### src/rtl/flip_cmd_pkg.sv
// Shared definitions for the flip-stage command sequencer: op codes, FSM
// states and the flip-stage next-state rule used by the RTL and its bench.
package flip_cmd_pkg;

  localparam logic [1:0] OP_HOLD   = 2'b00;
  localparam logic [1:0] OP_TOGGLE = 2'b01;
  localparam logic [1:0] OP_LOAD0  = 2'b10;
  localparam logic [1:0] OP_LOAD1  = 2'b11;

  typedef enum logic {
    ST_IDLE,
    ST_DRIVE
  } state_t;

  // Next q2 of the two-phase flip stage given its sampled b1/b2 controls.
  function automatic logic flip_next(input logic q, input logic b1, input logic b2);
    if (b2)
      return b1;
    else if (b1)
      return ~q;
    else
      return q;
  endfunction

endpackage

### src/rtl/flip_cmd_seq_if.sv
// Producer-side command handshake of flip_cmd_seq.
interface flip_cmd_seq_if #(
  parameter int LEN_W = 4
);

  logic             cmd_valid;
  logic             cmd_ready;
  logic [1:0]       cmd_op;
  logic [LEN_W-1:0] cmd_len;

  modport master (
    output cmd_valid,
    output cmd_op,
    output cmd_len,
    input  cmd_ready
  );

  modport slave (
    input  cmd_valid,
    input  cmd_op,
    input  cmd_len,
    output cmd_ready
  );

endinterface

### src/rtl/flip_cmd_fifo.sv
// Small command FIFO: registered storage, head presented combinationally,
// no bypass (full is derived from the stored count only).
module flip_cmd_fifo #(
  parameter int DEPTH = 4,
  parameter int W     = 6
) (
  input  logic         clk,
  input  logic         rst,
  input  logic         push,
  input  logic         pop,
  input  logic [W-1:0] wdata,
  output logic [W-1:0] rdata,
  output logic         full,
  output logic         empty
);

  localparam int AW = $clog2(DEPTH);

  if (DEPTH < 2 || (DEPTH & (DEPTH - 1)) != 0) begin : g_depth_check
    $error("flip_cmd_fifo: DEPTH must be a power of 2 and at least 2");
  end

  logic [W-1:0]  mem [DEPTH];
  logic [AW-1:0] wr_ptr;
  logic [AW-1:0] rd_ptr;
  logic [AW:0]   count;
  logic          do_push;
  logic          do_pop;

  assign full    = (count == (AW + 1)'(DEPTH));
  assign empty   = (count == '0);
  assign do_push = push && !full;
  assign do_pop  = pop && !empty;
  assign rdata   = mem[rd_ptr];

  always_ff @(posedge clk or posedge rst) begin
    if (rst) begin
      wr_ptr <= '0;
      rd_ptr <= '0;
      count  <= '0;
    end else begin
      if (do_push)
        wr_ptr <= wr_ptr + 1'b1;
      if (do_pop)
        rd_ptr <= rd_ptr + 1'b1;
      case ({do_push, do_pop})
        2'b10:   count <= count + 1'b1;
        2'b01:   count <= count - 1'b1;
        default: count <= count;
      endcase
    end
  end

  always_ff @(posedge clk) begin
    if (do_push)
      mem[wr_ptr] <= wdata;
  end

endmodule

### src/rtl/flip_cmd_seq.sv
// Replays queued {b2,b1} operations for their hold length, tracks the
// downstream flip stage's q2 and counts completed commands.
module flip_cmd_seq
  import flip_cmd_pkg::*;
#(
  parameter int DEPTH = 4,
  parameter int LEN_W = 4
) (
  input  logic                 clk,
  input  logic                 rst,
  flip_cmd_seq_if.slave        cmd,
  output logic                 b1,
  output logic                 b2,
  output logic                 busy,
  output logic                 exp_q,
  output logic [7:0]           done_cnt
);

  localparam int W = 2 + LEN_W;

  logic             fifo_full;
  logic             fifo_empty;
  logic             fifo_pop;
  logic [W-1:0]     head;
  logic [1:0]       head_op;
  logic [LEN_W-1:0] head_len;
  logic [LEN_W-1:0] head_remain;

  state_t           state_q, state_d;
  logic [1:0]       b_q, b_d;
  logic [LEN_W-1:0] remain_q, remain_d;
  logic [7:0]       done_q, done_d;
  logic             expq_q, expq_d;

  flip_cmd_fifo #(
    .DEPTH (DEPTH),
    .W     (W)
  ) u_fifo (
    .clk   (clk),
    .rst   (rst),
    .push  (cmd.cmd_valid),
    .pop   (fifo_pop),
    .wdata ({cmd.cmd_op, cmd.cmd_len}),
    .rdata (head),
    .full  (fifo_full),
    .empty (fifo_empty)
  );

  assign cmd.cmd_ready = !fifo_full;
  assign head_op       = head[W-1:LEN_W];
  assign head_len      = head[LEN_W-1:0];
  // Length 0 behaves as 1, so both load a zero remaining count.
  assign head_remain   = (head_len == '0) ? '0 : head_len - 1'b1;

  always_comb begin
    state_d  = state_q;
    b_d      = b_q;
    remain_d = remain_q;
    done_d   = done_q;
    fifo_pop = 1'b0;
    expq_d   = flip_next(expq_q, b_q[0], b_q[1]);

    case (state_q)
      ST_IDLE: begin
        if (!fifo_empty) begin
          fifo_pop = 1'b1;
          state_d  = ST_DRIVE;
          b_d      = head_op;
          remain_d = head_remain;
        end
      end
      ST_DRIVE: begin
        if (remain_q != '0) begin
          remain_d = remain_q - 1'b1;
        end else begin
          done_d = done_q + 8'd1;
          // Back-to-back chaining: the next command starts with no HOLD gap.
          if (!fifo_empty) begin
            fifo_pop = 1'b1;
            b_d      = head_op;
            remain_d = head_remain;
          end else begin
            state_d = ST_IDLE;
            b_d     = OP_HOLD;
          end
        end
      end
      default: begin
        state_d = ST_IDLE;
        b_d     = OP_HOLD;
      end
    endcase
  end

  always_ff @(posedge clk or posedge rst) begin
    if (rst) begin
      state_q  <= ST_IDLE;
      b_q      <= OP_HOLD;
      remain_q <= '0;
      done_q   <= '0;
      expq_q   <= 1'b0;
    end else begin
      state_q  <= state_d;
      b_q      <= b_d;
      remain_q <= remain_d;
      done_q   <= done_d;
      expq_q   <= expq_d;
    end
  end

  assign b1       = b_q[0];
  assign b2       = b_q[1];
  assign busy     = (state_q == ST_DRIVE);
  assign exp_q    = expq_q;
  assign done_cnt = done_q;

endmodule

### src/flat_wrapper.sv
// flat-port wrapper written by rule: the top's interface ports become plain ports
module flip_cmd_seq_flat import flip_cmd_pkg::*;
#(
  parameter int DEPTH = 4,
  parameter int LEN_W = 4
)
  (clk, rst, b1, b2, busy, exp_q, done_cnt, cmd_cmd_valid, cmd_cmd_op, cmd_cmd_len, cmd_cmd_ready);
  flip_cmd_seq_if #(.LEN_W(LEN_W)) cmd_i ();
  input  logic clk;
  input  logic rst;
  output logic b1;
  output logic b2;
  output logic busy;
  output logic exp_q;
  output logic [7:0] done_cnt;
  input wire logic [$bits(cmd_i.cmd_valid)-1:0] cmd_cmd_valid;
  input wire logic [$bits(cmd_i.cmd_op)-1:0] cmd_cmd_op;
  input wire logic [$bits(cmd_i.cmd_len)-1:0] cmd_cmd_len;
  output wire logic [$bits(cmd_i.cmd_ready)-1:0] cmd_cmd_ready;
  assign cmd_i.cmd_valid = cmd_cmd_valid;
  assign cmd_i.cmd_op = cmd_cmd_op;
  assign cmd_i.cmd_len = cmd_cmd_len;
  assign cmd_cmd_ready = cmd_i.cmd_ready;
  flip_cmd_seq #(.DEPTH(DEPTH), .LEN_W(LEN_W)) u_core (.clk(clk), .rst(rst), .cmd(cmd_i), .b1(b1), .b2(b2), .busy(busy), .exp_q(exp_q), .done_cnt(done_cnt));
endmodule
### config.mk
export PLATFORM = sky130hd
export DESIGN_NAME = flip_cmd_seq_flat
export DESIGN_NICKNAME = d
export VERILOG_FILES = /design/src/rtl/flip_cmd_pkg.sv /design/src/rtl/flip_cmd_seq_if.sv /design/src/rtl/flip_cmd_fifo.sv /design/src/rtl/flip_cmd_seq.sv /design/src/flat_wrapper.sv
export SDC_FILE = /design/constraint.sdc
export NUM_CORES = 1
export LEC_CHECK = 0
export BUFFER_PORTS_ARGS = -buffer_cell sky130_fd_sc_hd__buf_2
export CAP_MARGIN = 5
export CORE_MARGIN = 8
export CORE_UTILIZATION = 50
export DETAILED_ROUTE_END_ITERATION = 8
export PLACE_DENSITY = 0.77
export SYNTH_ARGS = -nofsm -noshare
export SYNTH_HDL_FRONTEND = slang
export SYNTH_HIERARCHICAL = 1
export SYNTH_SLANG_ARGS = --single-unit
### constraint.sdc
create_clock -name clk -period 3.1 [get_ports clk]
set_input_delay 0.62 -clock clk [delete_from_list [all_inputs] [get_ports clk]]
set_output_delay 0.62 -clock clk [all_outputs]
set_load 0.02 [all_outputs]
==> out/metrics.cfg, run 1 <==
[run_status]
status = finished, final reports clean

[detailed_routing]
drt-pass1-iter-count = 4
drcViolationCount = 0
met1_length_um = 1630
wl_per_cell_um = 16.8
finalWirelength_um = 3950
route.met2.wl_um = 2030
dr_wl_met3_um = 210
drt_iter0_drc = 46
vias = 1285
top_layer = met4
ant_nets = 0
viasPerCell = 5.47

[setup_path]
critPathMaxStageDelay_ns = 0.46
cp_slowest_cell = or3b_4
crit_path_end_kind = register
path_max_fanout = 8
worstPathArrival_ns = 3.05
start_kind = register
cp.required_ns = 3.33
critPathKind = reg -> reg
worstPathCellList = inv_1 -> ha_1 -> or3b_4 -> a21oi_4 -> nor2b_2 -> ha_1 -> inv_1 -> fa_1 -> xor2_1 -> nor2_1 -> xor2_1

[hold_path]
min_path_type = in -> async

[pwr]
leakage_nw = 1.05
vdd.ir_drop.worst_mv = 0.463
power.density_mw_per_mm2 = 967

[sta]
drv_slew = 0
fmax_ghz = 0.355
setup_violations = 0
min_period_ns = 2.82
totalNegativeSetupSlack_ns = 0
final.period_utilization_pct = 90.9
worstMarginPinSlew_ns = 0.609
rsz0062_at_grt = false
clock_skew_ns = 0.00974
hold_viol_final = 0
slew_headroom_pct = 59.3

[floorplanning]
start_util_pct = 51.2
die-area_mm2 = 0.00681
pin_count = 22
rows = 24
coreArea_mm2 = 0.00432
die_w_um = 82.6
die_h_um = 82.6

[synth]
synth_edf_count = 24
synthSimpleGateAreaFrac_pct = 14.4
synth_warnings = 6
synth_top_area_cell = edfxtp_1
synth_mux_area_share_pct = 8.14
async_reset_ff_share_pct = 48.9
synth_top_family_by_area = simple AND/OR/NAND/NOR gates
ys_seq_elements = 47
syn-cell-area_mm2 = 0.00221
synthCells = 158
avgSynthCellArea_um2 = 14.0
synth_xor_area_share_pct = 5.54
synth_cell_types = 44
synth_top_area_share_pct = 32.5
ys_seq_area_share_pct = 58.5
synth_top_cells_by_area = edfxtp_1, dfrtp_1, mux4_2
synth_fa_ha_area_share_pct = 4.86
synth_ff_type = edfxtp_1
syn_nets = 175
synth_compound_area_share_pct = 5.31

[cts]
post_cts_buffers = 0
cts_sinks = 47
htree_levels = 2
hold_buffers = 0
clkSlewWorstSetupHoldPaths_ns = 0.08
cts_buffer_depth = 2
insertion_delay_ns = 0.30
cts_tree = done
cts_made_buffers = 5
cts_resized = 0
cts_root_buf = clkbuf_8

[cells_and_area]
seqCellArea_mm2 = 0.00130
final_common_cell = edfxtp_1
finalInstanceArea_mm2 = 0.00248
multiInputGateArea_um2 = 846
postLayoutCoreUtil_pct = 57.3
nNetsFinal = 199
n_antenna_cell = 0
layout_common_cells = edfxtp_1, dfrtp_1, buf_2, inv_1, nand2_1
drive_above_1_share_pct = 26.8
n_fill_cell = 364
areaGrowthSynthToFinish_pct = 11.8

[placed_design]
dp_hpwl_um = 2860
gp_congestion = 0.792
place_area_mm2 = 0.00237
port_buffers = 21

[grt]
grt_usage_pct = 13.0
antenna_found_initial = 0
grt_pass1_vias = 1342
grt_max_degree = 17
grt_pass1_wl_um = 6490
gr-total-overflow = 0

[run]
maxCapViolations = 0

==> where the power goes <==
part	leakage, nW	switching (mW)	internal (mW)
Clock	0.0556	0.190	0.236
Sequential	0.501	0.196	0.849
Combinational	0.495	0.476	0.448
Total	1.05	0.862	1.53
==> cell families after synthesis <==
| family | count (synthesis) |
|---|---|
| buffers and inverters | 18 |
| xor gates and xnor gates | 14 |
| DFF | 47 |
| muxes | 10 |
| AOI/OAI and AO/OA | 14 |
| and+or+nand+nor | 47 |
| adders and majority gates | 8 |
==> area by class of cell <==
cell class,count,area share [%]
Sequential cell,47,52.3
Multi-Input combinational cell,93,34.2
Timing Repair Buffer,22,4.55
Clock buffer,5,2.78
Tap cell,52,2.63
Inverter,13,1.97
Clock inverter,3,1.57
==> per-stage QoR <==
stage	hold WS [ns]	instances	setup slack, ns	power [mW]
after detailed placement	0.470	227	0.321	1.98
after global placement	0.453	227	0.444	1.91
final	0.247	235	0.282	2.39
after global routing	0.263	235	0.121	2.55
after floorplan	0.423	158	0.538	1.74
after CTS	0.252	235	0.293	2.42
==> worst max-delay path: cells and delay by family, from the launching register on <==
kind | cells | cell delay [ns]
AO/OA/AOI/OAI | 1 | 0.20
AND/OR/NAND/NOR | 3 | 0.79
XOR/XNOR | 2 | 0.30
flip-flops | 1 | 0.42
buffers and inverters | 2 | 0.15
adder cells (fa/ha/maj) | 3 | 0.89
==> per-layer routing <==
metal | up-vias | global-route usage [%]
met2 | 38 | 22.9
met3 | 6 | 4.11
met1 | 631 | 14.0
li1 | 610 | -
met4 | 0 | 5.52
met5 | - | 0
==> sequential cells by signal (all words and copies together), names as in the netlist <==
register	count
u_core/u_fifo/count	3
u_core/busy	1
u_core/u_fifo/rd_ptr	2
u_core/exp_q	1
u_core/remain_q	4
u_core/u_fifo/wr_ptr	2
u_core/u_fifo/mem	24
u_core/done_cnt	8
u_core/b_q	2
==> synthesized netlist by cell type (4+ instances only) <==
| cell type | count |
|---|---|
| inv_1 | 13 |
| buf_2 | 4 |
| and2_2 | 4 |
| nand2_1 | 13 |
| dfrtp_1 | 23 |
| ha_1 | 7 |
| nor2_1 | 4 |
| xor2_1 | 7 |
| edfxtp_1 | 24 |
| nor3_1 | 6 |
| mux4_2 | 6 |
| xnor2_1 | 7 |
==> worst paths after layout <==
| check | end | startpoint | cells after the start | slack, ns |
|---|---|---|---|---|
| setup reg to reg | u_core/u_fifo/count[2]$_DFFE_PP0P_ | u_core/remain_q[0]$_DFF_PP0_ | 11 | 0.28 |
| setup / recovery | u_core/u_fifo/count[2]$_DFFE_PP0P_ | u_core/remain_q[0]$_DFF_PP0_ | 11 | 0.28 |
| min in group clk | u_core/done_cnt[7]$_DFFE_PP0P_ | u_core/done_cnt[7]$_DFFE_PP0P_ | 1 | 0.47 |
| hold / removal | u_core/u_fifo/count[0]$_DFFE_PP0P_ | rst | 2 | 0.25 |
| hold reg to reg | u_core/done_cnt[7]$_DFFE_PP0P_ | u_core/done_cnt[7]$_DFFE_PP0P_ | 1 | 0.47 |
| max in group asynchronous | u_core/remain_q[3]$_DFF_PP0_ | rst | 2 | 2.31 |
No activity file was read; power rests on OpenSTA's default activity.
==> inputs of run 2 (changes only) <==
Settings changed: CELL_PAD_IN_SITES_DETAIL_PLACEMENT set to 1, CELL_PAD_IN_SITES_GLOBAL_PLACEMENT set to 1, CORE_UTILIZATION 50 to 48, PLACE_DENSITY 0.77 to 0.86.
==> out/metrics.cfg, run 2 (synthesis results as in run 1) <==
[cells_and_area]
n_antenna_cell = 0  ; unchanged
nNetsFinal = 199  ; unchanged
top_register = u_core/u_fifo/mem
largest_reg_flops = 24  ; unchanged
layout_common_cells = edfxtp_1, dfrtp_1, buf_2, inv_1, nand2_1
n_fill_cell = 444  ; +22%
drive_above_1_share_pct = 27.3  ; +0.55 points
areaGrowthSynthToFinish_pct = 12.0
final_common_cell = edfxtp_1
finalInstanceArea_mm2 = 0.00248  ; +0.20%

[grt]
grt_max_degree = 17  ; unchanged
antenna_found_initial = 0  ; unchanged
grt_pass1_wl_um = 7090  ; +9.1%
gr-total-overflow = 0  ; unchanged
grt_usage_pct = 12.4  ; -0.56 points
grt_pass1_vias = 1407  ; +4.8%

[detailed_routing]
top_layer = met4
route.met2.wl_um = 2290  ; +12%
drt_iter0_drc = 42  ; -8.7%
drcViolationCount = 0  ; unchanged
met1_length_um = 1780  ; +9.5%
finalWirelength_um = 4270  ; +8.0%
drt-pass1-iter-count = 4  ; unchanged
ant_nets = 0  ; unchanged
wl_per_cell_um = 18.1  ; +8.0%
dr_wl_met3_um = 158  ; -25%
vias = 1292  ; +0.54%
viasPerCell = 5.50  ; +0.54%

[setup_path]
start_kind = register
path_max_fanout = 8  ; unchanged
critPathMaxStageDelay_ns = 0.46  ; about the same
crit_family = adder cells
cp.required_ns = 3.32  ; about the same
worst-path-buf-inv = 2  ; unchanged
crit_path_end_kind = register
worstPathArrival_ns = 3.04  ; about the same
worstPathCellList = inv_1 -> ha_1 -> or3b_4 -> a21oi_4 -> nor2b_2 -> ha_1 -> inv_1 -> fa_1 -> xor2_1 -> nor2_1 -> xor2_1
cp_slowest_cell = or3b_4
critPathKind = reg -> reg

[sta]
fmax_ghz = 0.356  ; +0.18%
totalNegativeSetupSlack_ns = 0  ; unchanged
slew_headroom_pct = 56.9  ; -2.5 points
rsz0062_at_grt = false
clock_skew_ns = 0.0114  ; +0.00162 ns
final.period_utilization_pct = 90.7  ; -0.16 points
setup_violations = 0  ; unchanged
hold_viol_final = 0  ; unchanged
min_period_ns = 2.81  ; -0.00494 ns
worstMarginPinSlew_ns = 0.646  ; +0.0370 ns
timing.hold.ws_ns = 0.249  ; +0.00207 ns
drv_slew = 0  ; unchanged

[cts]
clkSlewWorstSetupHoldPaths_ns = 0.09  ; about the same
htree_levels = 2  ; unchanged
cts_tree = done
post_cts_buffers = 0  ; unchanged
cts_made_buffers = 5  ; unchanged
cts_root_buf = clkbuf_8
cts_resized = 0  ; unchanged
cts_buffer_depth = 2  ; unchanged
hold_buffers = 0  ; unchanged
insertion_delay_ns = 0.29  ; about the same
cts_sinks = 47  ; unchanged

[run_status]
status = finished, final reports clean

[floorplanning]
coreArea_mm2 = 0.00441  ; +2.1%
die-area_mm2 = 0.00704  ; +3.4%
start_util_pct = 50.2  ; -1.0 points
die_h_um = 83.9  ; +1.7%
die_w_um = 83.9  ; +1.7%
pin_count = 22  ; unchanged
rows = 24  ; unchanged

[placed_design]
place_area_mm2 = 0.00237  ; unchanged
port_buffers = 21  ; unchanged
gp_congestion = 0.743  ; -6.2%
dp_hpwl_um = 3250  ; +14%

[pwr]
p_int_mw = 1.54  ; +0.33%
vdd.ir_drop.worst_mv = 0.483  ; +4.4%
power.density_mw_per_mm2 = 978  ; +1.1%
p_seq_share_pct = 43.4  ; -0.2 points
p_clk_share_pct = 17.8  ; about the same
comb_power_share_pct = 38.8  ; +0.2 points
leakage_nw = 1.05  ; -0.12%
switchingPower_mw = 0.888  ; +3.0%
switching_share_pct = 36.6  ; +0.62 points
totalPowerFinal_mw = 2.43  ; +1.3%

[hold_path]
min_path_type = in -> async

[run]
maxCapViolations = 0  ; unchanged

-- run 2: cell count changes in the layout (fill, tap and decap cells not counted), sizes merged --
cell      delta
clkinvlp     +1
clkinv       -1
-- run 2: metrics by stage --
step | instances | util (%) | setup WS [ns]
finish | 235 | 56.2 | 0.287
global route | 235 | 56.2 | 0.100
CTS | 235 | 56.2 | 0.278
detailed placement | 227 | 53.7 | 0.304
global placement | 227 | 53.7 | 0.442
floorplan | 158 | - | 0.538
-- run 2: final timing paths --
path | start | end | slack, ns | cells after the start
setup / recovery | u_core/remain_q[0]$_DFF_PP0_ | u_core/u_fifo/count[2]$_DFFE_PP0P_ | 0.29 | 11
hold / removal | rst | u_core/u_fifo/count[0]$_DFFE_PP0P_ | 0.25 | 2
setup reg to reg | u_core/remain_q[0]$_DFF_PP0_ | u_core/u_fifo/count[2]$_DFFE_PP0P_ | 0.29 | 11
hold reg to reg | u_core/done_cnt[7]$_DFFE_PP0P_ | u_core/done_cnt[7]$_DFFE_PP0P_ | 0.47 | 1
max in group asynchronous | rst | u_core/done_cnt[4]$_DFFE_PP0P_ | 2.28 | 2
min in group clk | u_core/done_cnt[7]$_DFFE_PP0P_ | u_core/done_cnt[7]$_DFFE_PP0P_ | 0.47 | 1
-- run 2: power groups by stage --
| stage | Clock (mW) | Sequential (mW) | Combinational [mW] |
|---|---|---|---|
| after floorplan | 0 | 1.01 | 0.728 |
| after global placement | 0 | 1.04 | 0.879 |
| after detailed placement | 0 | 1.07 | 0.943 |
| after CTS | 0.450 | 1.06 | 0.949 |
| after global routing | 0.468 | 1.08 | 1.03 |
| final | 0.433 | 1.05 | 0.941 |
-- run 2: metal layers --
| layer | vias up | GRT usage (%) |
|---|---|---|
| li1 | 612 | - |
| met1 | 652 | 13.8 |
| met2 | 24 | 22.2 |
| met3 | 4 | 3.81 |
| met4 | 0 | 3.30 |
| met5 | - | 0 |
-- run 2: area by class of cell --
class	count	area (µm²)	share of cell area [%]
Clock buffer	5	68.8	2.77
Clock inverter	3	43.8	1.77
Inverter	13	48.8	1.97
Multi-Input combinational cell	93	846	34.1
Sequential cell	47	1300	52.2
Tap cell	52	65.1	2.62
Timing Repair Buffer	22	113	4.54
==> inputs of run 3 (changes only) <==
Settings changed: CORE_MARGIN 8 to 2, CTS_BUF_LIST set to sky130_fd_sc_hd__clkbuf_16, SKIP_CTS_REPAIR_TIMING set to 1.
==> out/metrics.cfg, run 3 (synthesis results as in run 1) <==
[run_status]
status = finished, final reports clean

[cells_and_area]
areaGrowthSynthToFinish_pct = 14.3
n_antenna_cell = 0  ; unchanged
largest_reg_flops = 24  ; unchanged
drive_above_1_share_pct = 26.2  ; -1.1 points
finalInstanceArea_mm2 = 0.00253  ; +2.0%
final_common_cell = edfxtp_1
layout_common_cells = edfxtp_1, dfrtp_1, buf_2, inv_1, nand2_1
stdcell_count = 235  ; unchanged
top_register = u_core/u_fifo/mem
n_fill_cell = 430  ; -3.2%
nNetsFinal = 199  ; unchanged

[setup_path]
path_max_fanout = 8  ; unchanged
cp_slowest_cell = or3b_4
worstPathArrival_ns = 3.16  ; +0.12 ns
cp.required_ns = 3.29  ; -0.03 ns
critPathKind = reg -> reg
critPathMaxStageDelay_ns = 0.46  ; about the same
start_kind = register
worstPathCellList = inv_1 -> ha_1 -> or3b_4 -> a21oi_4 -> nor2b_2 -> ha_1 -> inv_1 -> fa_1 -> xor2_1 -> nor2_1 -> xor2_1
crit_path_end_kind = register

[sta]
drv_slew = 0  ; unchanged
worstMarginPinSlew_ns = 0.653  ; +0.00719 ns
rsz0062_at_grt = false
clock_skew_ns = 0.00296  ; -0.00840 ns
totalNegativeSetupSlack_ns = 0  ; unchanged
fmax_ghz = 0.337  ; -5.2%
timing.hold.ws_ns = 0.273  ; +0.0246 ns
min_period_ns = 2.97  ; +0.153 ns
hold_viol_final = 0  ; unchanged
slew_headroom_pct = 56.4  ; -0.48 points
setup_violations = 0  ; unchanged
final.period_utilization_pct = 95.7  ; +4.9 points

[detailed_routing]
drt_iter0_drc = 66  ; +57%
ant_nets = 0  ; unchanged
drcViolationCount = 0  ; unchanged
viasPerCell = 5.66  ; +2.9%
drt-pass1-iter-count = 4  ; unchanged
finalWirelength_um = 4590  ; +7.6%
vias = 1329  ; +2.9%
wl_per_cell_um = 19.5  ; +7.6%

[floorplanning]
start_util_pct = 50.2  ; unchanged
pin_count = 22  ; unchanged
rows = 24  ; unchanged
die_w_um = 71.9  ; -14%
die-area_mm2 = 0.00517  ; -27%
die_h_um = 71.9  ; -14%
coreArea_mm2 = 0.00441  ; unchanged

[cts]
cts_root_buf = clkbuf_16
insertion_delay_ns = 0.28  ; about the same
cts_tree = done
cts_buffer_depth = 2  ; unchanged
htree_levels = 2  ; unchanged
clkSlewWorstSetupHoldPaths_ns = 0.06  ; -0.03 ns
cts_made_buffers = 5  ; unchanged
cts_sinks = 47  ; unchanged

[pwr]
power.density_mw_per_mm2 = 1030  ; +5.3%
totalPowerFinal_mw = 2.61  ; +7.4%
vdd.ir_drop.worst_mv = 0.513  ; +6.1%
leakage_nw = 1.08  ; +3.1%

[grt]
antenna_found_initial = 0  ; unchanged
grt_pass1_vias = 1518  ; +7.9%
grt_pass1_wl_um = 7600  ; +7.3%
grt_max_degree = 17  ; unchanged
grt_usage_pct = 19.9  ; +7.5 points
gr-total-overflow = 0  ; unchanged

[placed_design]
port_buffers = 21  ; unchanged
dp_hpwl_um = 3190  ; -1.8%
dp_cells = 227  ; unchanged
place_area_mm2 = 0.00237  ; unchanged
gp_congestion = 0.726  ; -2.3%

[run]
maxCapViolations = 0  ; unchanged

[hold_path]
min_path_type = in -> async

==> run 3: routing by layer <==
metal	global-route usage, %	up-vias	share of wire (%)
met2	36.3	21	55
met3	3.47	5	2.6
met4	6.92	0	1.3
met1	23.7	693	41
met5	0	-	0
li1	-	610	-
==> run 3: critical path, delay by kind of cell (launching register included) <==
family / cells / cell delay [ns]
AO/OA/AOI/OAI: 1 / 0.20
XOR/XNOR: 2 / 0.36
adder cells (fa/ha/maj): 3 / 0.94
buffers and inverters: 2 / 0.17
flip-flops: 1 / 0.41
AND/OR/NAND/NOR: 3 / 0.81
==> run 3: area by class of cell <==
| class | instances | area, µm² | share of cell area, % |
|---|---|---|---|
| clock buffer | 5 | 125 | 4.94 |
| clock inverter | 3 | 37.5 | 1.48 |
| inverter | 13 | 48.8 | 1.93 |
| multi-input combinational | 93 | 846 | 33.4 |
| sequential | 47 | 1300 | 51.2 |
| tap | 52 | 65.1 | 2.57 |
| timing repair buffer | 22 | 113 | 4.45 |
==> run 3: final timing paths <==
kind	to	slack (ns)	from	cells past startpoint
worst max-delay path	u_core/u_fifo/count[2]$_DFFE_PP0P_	0.13	u_core/remain_q[0]$_DFF_PP0_	11
worst min-delay path	u_core/u_fifo/wr_ptr[0]$_DFFE_PP0P_	0.27	rst	2
worst max register to register	u_core/u_fifo/count[2]$_DFFE_PP0P_	0.13	u_core/remain_q[0]$_DFF_PP0_	11
worst min register to register	u_core/done_cnt[7]$_DFFE_PP0P_	0.46	u_core/done_cnt[7]$_DFFE_PP0P_	1
max in group asynchronous	u_core/done_cnt[2]$_DFFE_PP0P_	2.25	rst	2
min in group clk	u_core/done_cnt[7]$_DFFE_PP0P_	0.46	u_core/done_cnt[7]$_DFFE_PP0P_	1
==> run 3: per-stage QoR <==
step | utilization [%] | setup WS (ns)
floorplan | - | 0.538
global placement | 53.7 | 0.440
detailed placement | 53.7 | 0.253
CTS | 57.3 | 0.107
global route | 57.3 | 0.000295
finish | 57.3 | 0.134
==> run 3: where the power goes <==
group | total (mW) | switching [mW] | internal, mW
clock network | 0.585 | 0.211 | 0.374
registers | 1.06 | 0.206 | 0.851
logic | 0.964 | 0.516 | 0.449
